===== src/rtl/mem_pkg.sv =====
// Shared types and constants for the byte-serial memory controller.
package mem_pkg;

  // Controller phases: only IDLE accepts new requests.
  typedef enum logic [1:0] {
    ST_IDLE  = 2'd0,
    ST_READ  = 2'd1,
    ST_WRITE = 2'd2,
    ST_DONE  = 2'd3
  } state_e;

  // LSB access width codes.
  localparam logic [1:0] WIDTH_BYTE = 2'd0;
  localparam logic [1:0] WIDTH_HALF = 2'd1;
  localparam logic [1:0] WIDTH_WORD = 2'd2;

  // addr[17:16] value that marks the memory-mapped I/O window.
  localparam logic [1:0] IO_ADDR_HI_DEFAULT = 2'b11;

  // Index of the last byte of an access (N-1); the unused code 3 behaves as a word.
  function automatic logic [1:0] last_byte_idx(input logic [1:0] width);
    logic [1:0] idx;
    case (width)
      WIDTH_BYTE: idx = 2'd0;
      WIDTH_HALF: idx = 2'd1;
      WIDTH_WORD: idx = 2'd3;
      default:    idx = 2'd3;
    endcase
    return idx;
  endfunction

endpackage


===== src/rtl/mem_ctrl_arb.sv =====
// Fixed-priority grant between the load/store buffer and instruction fetch.
module mem_ctrl_arb (
  input  logic accept_ok,
  input  logic if_req,
  input  logic lsb_req,
  output logic grant_if,
  output logic grant_lsb
);

  // LSB always wins; nothing is granted unless the controller can accept.
  always_comb begin
    grant_lsb = accept_ok & lsb_req;
    grant_if  = accept_ok & if_req & ~lsb_req;
  end

endmodule


===== src/rtl/mem_controller.sv =====
// Byte-serial RAM controller serving fetch and LSB requests, with I/O write back-pressure.
module mem_controller
  import mem_pkg::*;
#(
  parameter int unsigned ADDR_WIDTH = 32,
  parameter logic [1:0]  IO_ADDR_HI = IO_ADDR_HI_DEFAULT
) (
  input  logic                  clk_in,
  input  logic                  rst_in,
  input  logic                  rdy_in,
  input  logic [7:0]            mem_din,
  output logic [7:0]            mem_dout,
  output logic [ADDR_WIDTH-1:0] mem_a,
  output logic                  mem_wr,
  input  logic                  io_buffer_full,
  input  logic                  if_query_en,
  input  logic [ADDR_WIDTH-1:0] if_query_addr,
  output logic                  if_reply_en,
  output logic [31:0]           if_reply_data,
  input  logic                  lsb_query_en,
  input  logic                  lsb_query_type,
  input  logic [ADDR_WIDTH-1:0] lsb_query_addr,
  input  logic [1:0]            lsb_data_width,
  input  logic [31:0]           lsb_query_data,
  output logic                  lsb_reply_en,
  output logic [31:0]           lsb_reply_data,
  input  logic                  flush_signal
);

  state_e                state_q, state_d;
  logic [1:0]            cnt_q, cnt_d;
  logic [1:0]            last_q, last_d;
  logic                  is_lsb_q, is_lsb_d;
  logic                  is_wr_q, is_wr_d;
  logic [31:0]           data_q, data_d;
  logic [ADDR_WIDTH-1:0] mem_a_q, mem_a_d;
  logic [7:0]            mem_dout_q, mem_dout_d;
  logic                  mem_wr_q, mem_wr_d;
  logic                  accept_ok, grant_if, grant_lsb;
  logic [ADDR_WIDTH-1:0] next_a;
  logic [31:0]           reply_word;

  // A write byte to the I/O window must wait while the UART buffer is full.
  function automatic logic io_stall(input logic [ADDR_WIDTH-1:0] a, input logic full);
    return (a[17:16] == IO_ADDR_HI) && full;
  endfunction

  assign accept_ok = rdy_in && (state_q == ST_IDLE) && !flush_signal;
  assign next_a    = mem_a_q + {{(ADDR_WIDTH-1){1'b0}}, 1'b1};

  mem_ctrl_arb u_arb (
    .accept_ok (accept_ok),
    .if_req    (if_query_en),
    .lsb_req   (lsb_query_en),
    .grant_if  (grant_if),
    .grant_lsb (grant_lsb)
  );

  // Next-state: accept, walk bytes, capture read data, stall I/O writes, honour flush.
  always_comb begin
    state_d    = state_q;
    cnt_d      = cnt_q;
    last_d     = last_q;
    is_lsb_d   = is_lsb_q;
    is_wr_d    = is_wr_q;
    data_d     = data_q;
    mem_a_d    = mem_a_q;
    mem_dout_d = mem_dout_q;
    mem_wr_d   = mem_wr_q;
    if (rdy_in) begin
      case (state_q)
        ST_IDLE: begin
          if (grant_lsb) begin
            is_lsb_d = 1'b1;
            is_wr_d  = lsb_query_type;
            cnt_d    = 2'd0;
            last_d   = last_byte_idx(lsb_data_width);
            mem_a_d  = lsb_query_addr;
            if (lsb_query_type) begin
              state_d    = ST_WRITE;
              data_d     = lsb_query_data;
              mem_dout_d = lsb_query_data[7:0];
              mem_wr_d   = !io_stall(lsb_query_addr, io_buffer_full);
            end else begin
              state_d = ST_READ;
              data_d  = 32'd0;
            end
          end else if (grant_if) begin
            is_lsb_d = 1'b0;
            is_wr_d  = 1'b0;
            cnt_d    = 2'd0;
            last_d   = 2'd3;
            mem_a_d  = if_query_addr;
            state_d  = ST_READ;
            data_d   = 32'd0;
          end else begin
            mem_wr_d = 1'b0;
          end
        end
        ST_READ: begin
          if (flush_signal) begin
            state_d = ST_IDLE;
          end else begin
            // mem_din now carries the byte addressed one cycle ago.
            if (cnt_q != 2'd0) begin
              data_d[{cnt_q - 2'd1, 3'b000} +: 8] = mem_din;
            end
            if (cnt_q == last_q) begin
              state_d = ST_DONE;
            end else begin
              cnt_d   = cnt_q + 2'd1;
              mem_a_d = next_a;
            end
          end
        end
        ST_WRITE: begin
          if (mem_wr_q) begin
            if (cnt_q == last_q) begin
              state_d  = ST_DONE;
              mem_wr_d = 1'b0;
            end else begin
              cnt_d      = cnt_q + 2'd1;
              mem_a_d    = next_a;
              mem_dout_d = data_q[{cnt_q + 2'd1, 3'b000} +: 8];
              mem_wr_d   = !io_stall(next_a, io_buffer_full);
            end
          end else begin
            mem_wr_d = !io_stall(mem_a_q, io_buffer_full);
          end
        end
        ST_DONE: begin
          state_d  = ST_IDLE;
          mem_wr_d = 1'b0;
        end
        default: begin
          state_d  = ST_IDLE;
          mem_wr_d = 1'b0;
        end
      endcase
    end else begin
      state_d = state_q;
    end
  end

  // State and output registers; reset discards any access in flight.
  always_ff @(posedge clk_in or negedge rst_in) begin
    if (!rst_in) begin
      state_q    <= ST_IDLE;
      cnt_q      <= 2'd0;
      last_q     <= 2'd0;
      is_lsb_q   <= 1'b0;
      is_wr_q    <= 1'b0;
      data_q     <= 32'd0;
      mem_a_q    <= {ADDR_WIDTH{1'b0}};
      mem_dout_q <= 8'd0;
      mem_wr_q   <= 1'b0;
    end else begin
      state_q    <= state_d;
      cnt_q      <= cnt_d;
      last_q     <= last_d;
      is_lsb_q   <= is_lsb_d;
      is_wr_q    <= is_wr_d;
      data_q     <= data_d;
      mem_a_q    <= mem_a_d;
      mem_dout_q <= mem_dout_d;
      mem_wr_q   <= mem_wr_d;
    end
  end

  // Reply during DONE; the last read byte arrives on mem_din in that same cycle.
  always_comb begin
    if_reply_en    = 1'b0;
    lsb_reply_en   = 1'b0;
    if_reply_data  = 32'd0;
    lsb_reply_data = 32'd0;
    reply_word     = data_q;
    reply_word[{last_q, 3'b000} +: 8] = mem_din;
    if (state_q == ST_DONE) begin
      if (is_wr_q) begin
        reply_word = 32'd0;
      end else begin
        reply_word = reply_word;
      end
      if (is_lsb_q) begin
        lsb_reply_en   = 1'b1;
        lsb_reply_data = reply_word;
      end else begin
        if_reply_en    = 1'b1;
        if_reply_data  = reply_word;
      end
    end else begin
      reply_word = 32'd0;
    end
  end

  assign mem_a    = mem_a_q;
  assign mem_dout = mem_dout_q;
  assign mem_wr   = mem_wr_q;

endmodule


===== config.mk =====
export PLATFORM = sky130hd
export DESIGN_NAME = mem_controller
export DESIGN_NICKNAME = d
export VERILOG_FILES = /design/src/rtl/mem_pkg.sv /design/src/rtl/mem_ctrl_arb.sv /design/src/rtl/mem_controller.sv
export SDC_FILE = /design/constraint.sdc
export NUM_CORES = 1
export LEC_CHECK = 0
export CORE_ASPECT_RATIO = 0.75
export CORE_UTILIZATION = 65
export CTS_CLUSTER_SIZE = 14
export DETAILED_ROUTE_END_ITERATION = 10
export DONT_BUFFER_PORTS = 1
export HOLD_SLACK_MARGIN = 0.08
export PLACE_DENSITY = 0.87
export SLEW_MARGIN = 5
export SYNTH_ARGS = -nofsm -noshare
export SYNTH_HDL_FRONTEND = slang
export SYNTH_SLANG_ARGS = --single-unit

===== constraint.sdc =====
create_clock -name clk_in -period 3.15 [get_ports clk_in]
set_input_delay 0.1575 -clock clk_in [delete_from_list [all_inputs] [get_ports clk_in]]
set_output_delay 0.1575 -clock clk_in [all_outputs]
set_load 0.05 [all_outputs]

==> metrics.txt <==
status=finished, final reports clean; unrepaired setup endpoints after global routing=false; skew final=between 0.008 and 0.009 ns; Setup violations, final=0; I/O pin cnt=221; post-CTS resize count=0; 1st-pass router iterations=7; leak pwr=3.07 nW; hold depth=2; worst r2r path cells=7; top post-synthesis cells by count=97 x nand2_1, 85 x nor2_1, 81 x dfrtp_1; Netlist cell types=60; Cell Pwr Density=around 1000 nW/um^2; Port-buffer cells=0; initial core utilization=0.685; Hold Slack=~0.086 ns; count leader, synth=nand2_1; via/cell ratio=7.08; max_cap viols=0; root buf cell=clkbuf_16; largest fanout on the critical path=32; DR WL/cell=23.1 um; num rows=29; Slew @ Worst Pin=1.25 ns; total core area=8670 um^2; later-pin clock latency in the skew report=~0.35 ns; vias in the first global route=about 6000; Max Slew Vio Count=0; startpoint type of the worst setup path=register; Synth Flop Type=dfrtp_1; Post-synth EDFFs=0; synthesized flop and latch total=81; setup TNS=0 ns; first-pass GRT wire length=32.7 mm; DRT Wirelength=~22 mm; layout cell share with drive strength beyond 1=0.176; CP Class=register to output pin; gr usage total=0.447; critical hold path startpoint=lsb_query_data[20]; DR iter-0 viols=1004; Yosys top cell by area=dfrtp_1; Area contributors post-synth=dfrtp_1 34%, nand2_1 6.1%, nor2_1 5.4%; top-area cell type share of the netlist area=0.341; post-synthesis async set-or-reset flop share=1.00; Final Hold Viols=0; Tcrit/Tclk final=0.962; slew margin rel.=0.168; Reg clk slew, reported paths=~0.07 ns; total clock sinks=~80; grt ovf=0; diode count=0; Die Y=84.8 um; Detailed Place HPWL=between 10 and 15 mm; Critical Path End Type=output pin; Worst EP arrival=2.87 ns; CTS Buffer Depth=2; worst vdd ir=0.000829 V; Chip Width=112 um; Crit. Startpoint=state_q[0]; crit path time final=3.03 ns; Mapped Cells=722; r2r startpoint=state_q[0]; Critical Path RT=approximately 3 ns; CTS Hold Bufs=42; Ys Warns=0; initial antenna violation count=1; antenna-violating nets left=0; Syn Std Cell Area=5940 um^2; DR DRC count=0; Syn Area/Cell=8.23 um^2; TritonCTS clock tree=done; vias post-DR=between 6000 and 7000; Setup Buffers After CTS=0; fmax=330 MHz; # H-tree levels=3; largest net degree at the start of global routing=between 80 and 90; nets@finish=948; post-synthesis sequential area ratio=0.341; Synth-to-Final Area Change=23.3%; Synth Net Count=852; Placer Congestion=1.02; Die Area=approximately 9500 um^2; Util after Layout=0.844; type of the most critical hold path=input port to register; Num CTS Buffers=9
[where the power goes]
| group | switching [mW] | leakage [nW] | total (mW) | internal [mW] |
|---|---|---|---|---|
| clock network | 0.483 | 0.149 | 1.11 | 0.632 |
| registers | 1.07 | 0.998 | 2.47 | 1.40 |
| logic | 2.36 | 1.92 | 3.72 | 1.36 |
[worst max-delay path: stages (launching register included)]
cell and delay, ns:
dfrtp_1 0.44, ha_1 0.34, nor2b_1 0.18, buf_4 0.22
nand2b_1 0.67, nor2_1 0.40, buf_4 0.26
[stage by stage]
step	total power, mW	setup slack, ns	cell area, um^2	instances
floorplan	4.97	0.419	5940	722
global placement	5.71	0.758	6570	873
detailed placement	5.91	0.544	6570	873
CTS	7.13	0.313	7320	931
global route	7.61	0.0639	7320	931
finish	7.30	0.121	7320	931
[worst paths after layout]
path / to / slack [ns]
setup / recovery: if_reply_data[5] / 0.12
hold / removal: data_q[20] / 0.09
setup reg to reg: mem_a[16] / 0.27
hold reg to reg: data_q[1] / 0.51
max in group asynchronous: data_q[21] / 2.39
min in group asynchronous: data_q[14] / 0.45
[cell families after synthesis]
logic type | share of synthesized area
AND/OR/NAND/NOR | 0.255
AO/OA/AOI/OAI | 0.222
flip-flops | 0.341
buffers and inverters | 0.0468
multiplexers | 0.0948
adder cells (fa/ha/maj) | 0.0337
XOR/XNOR | 0.00590
[sequential cells by signal, indices dropped and copies added (netlist names)]
name and cells:
last_q 2, is_lsb_q 1, cnt_q 2, is_wr_q 1
state_q 2, mem_wr 1, mem_a 32, data_q 32
mem_dout 8
[final cells by class]
class / count / area (um^2)
Clock buffer: 9 / 225
Clock inverter: 7 / 83.8
Fill cell: 498 / 1350
Inverter: 21 / 78.8
Multi-Input combinational cell: 572 / 3640
Sequential cell: 81 / 2030
Tap cell: 108 / 135
Timing Repair Buffer: 133 / 1130
[layout by cell type, fill, tap and decap left out, drive strengths merged, types with 7 or more instances in the layout]
master / Yosys / final
a21oi: 59 / 59
a221o: 15 / 15
a22o: 8 / 8
a22oi: 24 / 24
buf: 16 / 92
clkbuf: 32 / 9
dfrtp: 81 / 81
dlygate4sd3: 0 / 41
ha: 16 / 16
inv: 21 / 26
mux2: 18 / 18
mux2i: 18 / 18
mux4: 8 / 8
nand2: 97 / 97
nand3: 22 / 22
nand4: 10 / 10
nor2: 85 / 85
nor2b: 36 / 36
nor3: 11 / 11
o21ai: 47 / 47
o22ai: 7 / 7
[metal layers]
layer  up-vias  share of wire  global-route usage  routed length (um)
met4         2          0.032               0.162                 682
met2       586           0.45               0.670                9700
met3        97           0.15               0.184                3200
met5         -        0.00060                   0                  13
li1       2811              -                   -                   -
met1      3094           0.37               0.583                7930
(Power assumes the default switching activity.)
